--- config.mk ---
export PLATFORM = sky130hd
export DESIGN_NAME = vga_timing_gen
export DESIGN_NICKNAME = d
export VERILOG_FILES = /design/src/rtl/vga_pkg.sv /design/src/rtl/pix_ce_div.sv /design/src/rtl/vga_timing_gen.sv
export SDC_FILE = /design/constraint.sdc
export NUM_CORES = 1
export LEC_CHECK = 0
export ABC_CLOCK_PERIOD_IN_PS = 2950
export CAP_MARGIN = 20
export CORE_MARGIN = 2
export CORE_UTILIZATION = 43
export DETAILED_ROUTE_END_ITERATION = 12
export HOLD_SLACK_MARGIN = 0.06
export PLACE_DENSITY = 0.77
export SLEW_MARGIN = 30
export SYNTH_ARGS = -nofsm -noshare
export SYNTH_HDL_FRONTEND = slang
export SYNTH_HIERARCHICAL = 1
export SYNTH_SLANG_ARGS = --single-unit
export TNS_END_PERCENT = 20
--- constraint.sdc ---
create_clock -name clk -period 2.95 [get_ports clk]
set_input_delay 0.885 -clock clk [delete_from_list [all_inputs] [get_ports clk]]
set_output_delay 0.885 -clock clk [all_outputs]
set_load 0.005 [all_outputs]
--- src/rtl/vga_pkg.sv ---
// vga_pkg: shared types and helpers for the VGA raster timing generator.
//   vga_timing_t     : one complete raster description (active/porch/sync widths)
//   VGA_640x480_60   : standard 640x480 @ 60 Hz timing (25 MHz pixel clock)
//   h_total/v_total  : total pixels per line / lines per frame
//   in_window        : position-in-[lo, lo+width) compare used for sync pulses
package vga_pkg;

    typedef struct packed {
        int unsigned h_active;
        int unsigned h_fp;
        int unsigned h_sync;
        int unsigned h_bp;
        int unsigned v_active;
        int unsigned v_fp;
        int unsigned v_sync;
        int unsigned v_bp;
    } vga_timing_t;

    localparam vga_timing_t VGA_640x480_60 = '{
        h_active: 640, h_fp: 16, h_sync: 96, h_bp: 48,
        v_active: 480, v_fp: 10, v_sync: 2,  v_bp: 33
    };

    function automatic int unsigned h_total(input vga_timing_t t);
        return t.h_active + t.h_fp + t.h_sync + t.h_bp;
    endfunction

    function automatic int unsigned v_total(input vga_timing_t t);
        return t.v_active + t.v_fp + t.v_sync + t.v_bp;
    endfunction

    // True when pos lies in the half-open window [lo, lo+width).
    function automatic logic in_window(input int unsigned pos,
                                       input int unsigned lo,
                                       input int unsigned width);
        return (pos >= lo) && (pos < lo + width);
    endfunction

endpackage

--- src/rtl/pix_ce_div.sv ---
// pix_ce_div: system-clock to pixel-clock-enable divider.
//   clk_i    : system clock
//   rst_i    : synchronous active-high reset (counter -> 0, enable forced low)
//   pix_ce_o : one-clk-wide enable, high when the counter sits on CLK_DIV-1
// With CLK_DIV=1 the counter is a constant 0 and pix_ce_o is simply ~rst_i.
module pix_ce_div #(
    parameter int unsigned CLK_DIV = 2
) (
    input  logic clk_i,
    input  logic rst_i,
    output logic pix_ce_o
);

    localparam int unsigned DW = (CLK_DIV > 1) ? $clog2(CLK_DIV) : 1;
    localparam logic [DW-1:0] DIV_LAST = DW'(CLK_DIV - 1);

    logic [DW-1:0] div_q;
    logic [DW-1:0] div_d;

    always_comb begin
        div_d = (div_q == DIV_LAST) ? '0 : div_q + 1'b1;
    end

    always_ff @(posedge clk_i) begin
        if (rst_i) begin
            div_q <= '0;
        end else begin
            div_q <= div_d;
        end
    end

    // Decoded from the registered count so the enable is glitch-free; the
    // reset gate keeps it low during reset even when CLK_DIV=1.
    assign pix_ce_o = ~rst_i & (div_q == DIV_LAST);

endmodule

--- src/rtl/vga_timing_gen.sv ---
// vga_timing_gen: parametrised VGA raster timing generator and DAC output stage.
//   clk, rst            : system clock, synchronous active-high reset
//   pix_ce              : pixel clock enable (one clk wide, every CLK_DIV clks)
//   x, y                : current raster position (combinational from counters)
//   active              : x/y inside the visible area
//   line_start          : pix_ce on x==0
//   frame_start         : pix_ce on x==0, y==0
//   r_i, g_i, b_i       : colour for the current x/y, sampled on pix_ce
//   test_pat_i          : select internal colour bars
//   r, g, b             : registered, blanked colour to the DAC
//   h_sync, v_sync      : registered syncs, asserted level SYNC_POL
//   blank_n             : registered, high during visible pixels
//   sync_b              : composite sync, tied low
// Build option: define VGA_TEST_PATTERN_EN to enable the 8-bar test pattern;
// without it test_pat_i is accepted but ignored.
// All DAC outputs are registered on the same pix_ce, so colour and syncs carry
// exactly one pixel tick of latency relative to x/y and stay aligned.
module vga_timing_gen
    import vga_pkg::*;
#(
    parameter int unsigned H_ACTIVE = 640,
    parameter int unsigned H_FP     = 16,
    parameter int unsigned H_SYNC   = 96,
    parameter int unsigned H_BP     = 48,
    parameter int unsigned V_ACTIVE = 480,
    parameter int unsigned V_FP     = 10,
    parameter int unsigned V_SYNC   = 2,
    parameter int unsigned V_BP     = 33,
    parameter int unsigned CLK_DIV  = 2,
    parameter bit          SYNC_POL = 1'b0,
    parameter int unsigned COLOR_W  = 8
) (
    input  logic                                              clk,
    input  logic                                              rst,
    output logic                                              pix_ce,
    output logic [$clog2(H_ACTIVE+H_FP+H_SYNC+H_BP)-1:0]      x,
    output logic [$clog2(V_ACTIVE+V_FP+V_SYNC+V_BP)-1:0]      y,
    output logic                                              active,
    output logic                                              line_start,
    output logic                                              frame_start,
    input  logic [COLOR_W-1:0]                                r_i,
    input  logic [COLOR_W-1:0]                                g_i,
    input  logic [COLOR_W-1:0]                                b_i,
    input  logic                                              test_pat_i,
    output logic [COLOR_W-1:0]                                r,
    output logic [COLOR_W-1:0]                                g,
    output logic [COLOR_W-1:0]                                b,
    output logic                                              h_sync,
    output logic                                              v_sync,
    output logic                                              blank_n,
    output logic                                              sync_b
);

    localparam vga_timing_t TIMING = '{
        h_active: H_ACTIVE, h_fp: H_FP, h_sync: H_SYNC, h_bp: H_BP,
        v_active: V_ACTIVE, v_fp: V_FP, v_sync: V_SYNC, v_bp: V_BP
    };
    localparam int unsigned H_TOTAL = h_total(TIMING);
    localparam int unsigned V_TOTAL = v_total(TIMING);
    localparam int unsigned XW      = $clog2(H_TOTAL);
    localparam int unsigned YW      = $clog2(V_TOTAL);
    localparam logic [XW-1:0] X_LAST = XW'(H_TOTAL - 1);
    localparam logic [YW-1:0] Y_LAST = YW'(V_TOTAL - 1);

    generate
        if (CLK_DIV == 0 || H_ACTIVE == 0 || H_FP == 0 || H_SYNC == 0 ||
            H_BP == 0 || V_ACTIVE == 0 || V_FP == 0 || V_SYNC == 0 ||
            V_BP == 0 || COLOR_W == 0) begin : g_bad_params
            $error("vga_timing_gen: CLK_DIV and all width parameters must be >= 1");
        end
    endgenerate

    // ------------------------------------------------------------------
    // Pixel clock enable
    // ------------------------------------------------------------------
    pix_ce_div #(
        .CLK_DIV (CLK_DIV)
    ) u_pix_ce_div (
        .clk_i    (clk),
        .rst_i    (rst),
        .pix_ce_o (pix_ce)
    );

    // ------------------------------------------------------------------
    // Raster counters
    // ------------------------------------------------------------------
    logic [XW-1:0] x_q, x_d;
    logic [YW-1:0] y_q, y_d;

    always_comb begin
        x_d = x_q;
        y_d = y_q;
        if (pix_ce) begin
            if (x_q == X_LAST) begin
                x_d = '0;
                y_d = (y_q == Y_LAST) ? '0 : y_q + 1'b1;
            end else begin
                x_d = x_q + 1'b1;
            end
        end
    end

    always_ff @(posedge clk) begin
        if (rst) begin
            x_q <= '0;
            y_q <= '0;
        end else begin
            x_q <= x_d;
            y_q <= y_d;
        end
    end

    assign x           = x_q;
    assign y           = y_q;
    assign active      = (32'(x_q) < H_ACTIVE) && (32'(y_q) < V_ACTIVE);
    assign line_start  = pix_ce && (x_q == '0);
    assign frame_start = line_start && (y_q == '0);

    // ------------------------------------------------------------------
    // Colour source selection
    // ------------------------------------------------------------------
    logic [COLOR_W-1:0] src_r, src_g, src_b;

`ifdef VGA_TEST_PATTERN_EN
    // Bar index only matters while active (x < H_ACTIVE), where it is 0..7.
    logic [31:0] bar_idx;
    logic        unused_bar_hi;

    assign bar_idx       = (32'(x_q) * 32'd8) / H_ACTIVE;
    assign unused_bar_hi = ^bar_idx[31:3];
    assign src_r = test_pat_i ? {COLOR_W{bar_idx[2]}} : r_i;
    assign src_g = test_pat_i ? {COLOR_W{bar_idx[1]}} : g_i;
    assign src_b = test_pat_i ? {COLOR_W{bar_idx[0]}} : b_i;
`else
    logic unused_test_pat;

    assign unused_test_pat = test_pat_i;
    assign src_r = r_i;
    assign src_g = g_i;
    assign src_b = b_i;
`endif

    // ------------------------------------------------------------------
    // DAC output stage
    // ------------------------------------------------------------------
    logic [COLOR_W-1:0] r_q, g_q, b_q;
    logic               h_sync_q, v_sync_q, blank_n_q;
    logic               h_sync_d, v_sync_d;

    always_comb begin
        h_sync_d = in_window(32'(x_q), H_ACTIVE + H_FP, H_SYNC) ? SYNC_POL : ~SYNC_POL;
        v_sync_d = in_window(32'(y_q), V_ACTIVE + V_FP, V_SYNC) ? SYNC_POL : ~SYNC_POL;
    end

    always_ff @(posedge clk) begin
        if (rst) begin
            r_q       <= '0;
            g_q       <= '0;
            b_q       <= '0;
            blank_n_q <= 1'b0;
            h_sync_q  <= ~SYNC_POL;
            v_sync_q  <= ~SYNC_POL;
        end else if (pix_ce) begin
            r_q       <= active ? src_r : '0;
            g_q       <= active ? src_g : '0;
            b_q       <= active ? src_b : '0;
            blank_n_q <= active;
            h_sync_q  <= h_sync_d;
            v_sync_q  <= v_sync_d;
        end
    end

    assign r       = r_q;
    assign g       = g_q;
    assign b       = b_q;
    assign blank_n = blank_n_q;
    assign h_sync  = h_sync_q;
    assign v_sync  = v_sync_q;
    assign sync_b  = 1'b0;

endmodule

After elaboration in Yosys (flattened, before gate mapping)
Cells that the tools add are included.

Bits in registers: 48. Output and inout port bits: 52. Word-level logic and storage cells: 38.

Reduce and logical (&&, ||, !) cells: 9. Magnitude comparators: 6. Mux-type cells: 7. Eq/ne operators: 2. Bitwise logic cells: 2. Add/sub/neg operators: 3.

Operator list (count): 8-bit two-way mux (3); 10-bit by 1-bit adder with 10-bit output (second input constant) (2); 10-bit equality test (second input constant) (2); 10-bit logical NOT (2); 10-bit < comparator (second input constant) (2); 10-bit by 9-bit < comparator with 1-bit output (second input constant) (2); 10-bit two-way mux (2); 10-bit >= comparator (second input constant) (1); 10-bit by 9-bit >= comparator with 1-bit output (second input constant) (1); 1-bit logical AND (5); 1-bit two-way mux (2); 2-bit AND reduction (1); 2-bit OR reduction (1); 1-bit adder (second input constant) (1); 1-bit bitwise AND (1); 1-bit inverter (1).

Longest topological paths before layout
Word-level depth: 4. Mapped depth: 6.

Modules after synthesis
Netlist, hierarchy kept.

Modules (own cells, without submodules): vga_timing_gen (area an instance 1961.9 um^2, times used 1, cells an instance 192, sequential area each 940.9 um^2); pix_ce_div (area an instance 37.5 um^2, times used 1, cells an instance 3, sequential area each 20.0 um^2).

Worst setup path after synthesis
Ideal clock, no wire load.

Kind: input to output. Start: input rst. End: output frame_start. Data arrival time: 1897 ps. Path buffers: 0. Data required time: 2065 ps. Stages: 4. Setup slack: 168 ps. Cell sequence: nor2b_4 or4b_1 nor4_2 and4_1.

Longest elaborated chain between the ends: 4.

RTL lines: start: declaration (line vga_timing_gen.sv:34) `input logic rst,`; 1-bit inverter (line pix_ce_div.sv:34) `assign pix_ce_o = ~rst_i & (div_q == DIV_LAST);`; 1-bit bitwise AND (line pix_ce_div.sv:34); 1-bit logical AND (line vga_timing_gen.sv:116) `assign line_start = pix_ce && (x_q == '0);`; net line_start (line vga_timing_gen.sv:39) `output logic line_start,`; 1-bit logical AND (line vga_timing_gen.sv:117) `assign frame_start = line_start && (y_q == '0);`; end: declaration (line vga_timing_gen.sv:40) `output logic frame_start,`.

The timed path passes the listed nets, and every way through them passes these cells.

Worst setup path in the final report
Start: input rst. End: output frame_start.

Longest elaborated chain between the ends: 4.

RTL lines (line): 1-bit inverter (pix_ce_div.sv:34); 1-bit bitwise AND (pix_ce_div.sv:34); 1-bit logical AND (vga_timing_gen.sv:116); 1-bit logical AND (vga_timing_gen.sv:117).

Every way passes these cells.

==> results.md <==
* Worst min-delay path category: reg -> reg
* Depth of the worst register-to-register path at 4
* Initial standard-cell utilization of the core at 45.3%
* Worst setup margin at -105 ps
* Ratio of final minimum period to clock period at 104%
* Number of antenna violations at the first check in global routing at 0
* CTS Root Cell: sky130_fd_sc_hd__clkbuf_8
* # port buffers at 76
* Critical register-to-register path startpoint: y[7]$_SDFFE_PP0P_
* Post-synth design cell area at 2000 µm²
* CTS tree: built
* P&R area growth vs syn at 49.9%
* Power per unit of standard cell area at between 400 and 500 nW/µm²
* Worst reg-to-reg setup slack at 920 ps
* Critical Path RT at 2070 ps
* Setup Skew at 6.64 ps
* Library cell with the highest instance count after synthesis: sky130_fd_sc_hd__dfxtp_1
* Start point of the critical path: rst
* Detailed-route DRC error count at 0
* Number of nets produced by synthesis at between 200 and 250
* Global-route wire length before repair at 7.71 mm
* Maximum fanout count along the critical path at 2
* DRT iter0 DRCs at 97
* Static leakage at about 1.2 nW
* Maximum number of pins on one net before global-route repair at 25
* Top flip-flop cell by instance count after synthesis: sky130_fd_sc_hd__dfxtp_1
* Overflow left after global routing at 0
* Mean routed wirelength per cell at 14.6 µm
* Status: complete, but fails checks
* Proportion of register bits with asynchronous set or reset after synthesis at 0%
* Diode insertion count for antenna repair at 0
* Core area at 4410 µm²
* Number of rows created at floorplan at 24
* Leading post-synthesis cells by instance count: sky130_fd_sc_hd__dfxtp_1, sky130_fd_sc_hd__a22o_1, sky130_fd_sc_hd__nor2_1
* Failing checks: setup timing
* Critical path start-end classification: in -> out
* Deepest clock path buffer count at 2
* Maximum clock frequency at around 330 MHz
* Flop and latch count out of synthesis at 48
* Overall die width at 72.2 µm
* Die outline area at 5210 µm²
* Share of layout cells above drive strength 1 at approximately an eighth
* Post-CTS Hold Buffers at 0
* Proportion of netlist area held by the largest area contributor at between 40 and 50%
* Number of distinct standard cells referenced by the synthesized netlist at 45
* Post-DRT Antenna Nets at 0
* Worst hold path depth at 1
* Element type at the critical path start: input pin
* Clock buffers created by TritonCTS at 5
* Placer congestion estimate at ~0.78
* Die height at 72.2 µm
* Final design utilization at 67.9%
* Setup violations, final at 2
* Number of enable-type register cells in the synthesized netlist at 0
* I/O pin total at 79
* Power after layout at roughly 1.2 mW
* Beginning of the worst hold path: u_pix_ce_div/div_q$_SDFF_PP0_
* Clock latency at the later pin of the worst-skew pair at 310 ps
* TritonRoute pass-1 iters at 4
* Unrepaired setup endpoints after global routing: yes
* Clock slew at reported path FFs at 80 ps
* Yosys warning count at 6
* Sequential share of the synthesized area at 48.1%
* Shortest period the worst path allows at 3050 ps
* Crit path arrival time at about 2200 ps
* Ratio of routed vias to standard cells at 5.35
* Worst VDD drop at just over 0.3 mV
* Synth area leader: sky130_fd_sc_hd__dfxtp_1
* Normalized max-slew margin at between 30% and 40%
* Syn_area_per_cell at 10.3 µm²
* Routed via count at ~1800
* Number of global-route vias before repair at 1644
* Max Cap Violations at 0
* Transition time of the tightest slew-check pin at roughly 900 ps
* Top post-synthesis cells by area: sky130_fd_sc_hd__dfxtp_1, sky130_fd_sc_hd__a22o_1, sky130_fd_sc_hd__nor2_1
* Total routing usage reported by global routing at 19.2%
* Count of final max-slew check failures at 0
* Final count of hold timing violations at 0
* Nets at 316
* Half-perimeter wire length of the detailed placement result at 3.50 mm
* Crit path capture type: output port
* H-tree lvl count at 2
* CTS sink count at 48
* Count of mapped cells out of synthesis at 195
* Wirelength, routed at between 4 and 5 mm
layer usage:
| layer | vias to the layer above | wire [µm] | global-route usage, % |
|---|---|---|---|
| met5 | - | 0 | 0 |
| met4 | 0 | 66 | 7.34 |
| met3 | 6 | 300 | 5.56 |
| met2 | 53 | 2370 | 30.9 |
| met1 | 860 | 2200 | 24.2 |
| li1 | 890 | - | - |
report_power, final:
part / switching (mW) / internal, mW / total (mW)
sequential: 0.0103 / 0.665 / 0.675
clock: 0.224 / 0.192 / 0.416
combinational: 0.0464 / 0.0873 / 0.134
worst paths after layout:
path / endpoint
setup / recovery: frame_start
hold / removal: u_pix_ce_div/div_q$_SDFF_PP0_
setup reg to reg: b[6]$_SDFFE_PP0P_
hold reg to reg: u_pix_ce_div/div_q$_SDFF_PP0_
state kept, by name, summed over array words and instances (netlist names):
signal / cells
x: 10
v_sync: 1
y: 10
r: 8
b: 8
blank_n: 1
u_pix_ce_div/div_q: 1
g: 8
h_sync: 1
layout make-up:
class	instances	area, µm²
sequential	48	961
inverter	7	26.3
multi-input combinational	130	951
clock buffer	6	82.6
fill	366	1420
clock inverter	2	13.8
timing repair buffer	93	897
tap	52	65.1
cells in the final DEF, fill, tap and decap left out, types with 3 or more instances in the layout:
cell type | Yosys | final
sky130_fd_sc_hd__nand2_1 | 9 | 9
sky130_fd_sc_hd__and3_1 | 6 | 6
sky130_fd_sc_hd__xnor2_1 | 6 | 6
sky130_fd_sc_hd__clkbuf_8 | 0 | 6
sky130_fd_sc_hd__dfxtp_1 | 48 | 48
sky130_fd_sc_hd__xor2_1 | 6 | 6
sky130_fd_sc_hd__ha_1 | 4 | 4
sky130_fd_sc_hd__a22o_1 | 24 | 24
sky130_fd_sc_hd__clkdlybuf4s50_1 | 0 | 73
sky130_fd_sc_hd__nand4_1 | 4 | 4
sky130_fd_sc_hd__nor3_1 | 3 | 3
sky130_fd_sc_hd__nor2_1 | 19 | 19
sky130_fd_sc_hd__buf_4 | 1 | 15
sky130_fd_sc_hd__buf_6 | 4 | 3
sky130_fd_sc_hd__mux2i_1 | 3 | 3
sky130_fd_sc_hd__and4_1 | 5 | 5
sky130_fd_sc_hd__inv_1 | 7 | 7
sky130_fd_sc_hd__nand3_1 | 8 | 8
kinds of logic after synthesis:
logic type      after synthesis  synth area share, %
mux                           3                 1.50
buf+inv                      17                 5.01
other cells                   1                0.188
simple gates                 73                 22.8
fa+ha+maj                     4                 2.50
flops                        48                 48.1
compound gates               37                 14.7
xor+xnor                     12                 5.26
through the flow:
step	setup slack [ps]	instances	hold slack, ps	TNS, ps	area (µm²)
finish	-105	338	425	-156	3000
global route	-168	338	451	-281	3000
CTS	-159	336	425	-194	2970
detailed placement	-902	326	405	-1850	2850
global placement	-825	326	409	-1680	2850
floorplan	168	195	389	0	2000
critical path, stage by stage:
cell and delay (ps):
sky130_fd_sc_hd__buf_8 100, sky130_fd_sc_hd__nor2b_4 100, sky130_fd_sc_hd__or4b_4 470, sky130_fd_sc_hd__nor4_4 160, sky130_fd_sc_hd__buf_4 160, sky130_fd_sc_hd__and4_1 180, sky130_fd_sc_hd__buf_2 110
repair_timing:
| item | CTS | global route |
|---|---|---|
| buffers inserted | 2 | 2 |
| gates resized for setup | 17 | 2 |
| endpoints found under the setup margin | 3 | 2 |
| pin swaps | 2 | 1 |
| cloned | 0 | 0 |
Note: power is estimated with default switching activity, not from simulation.
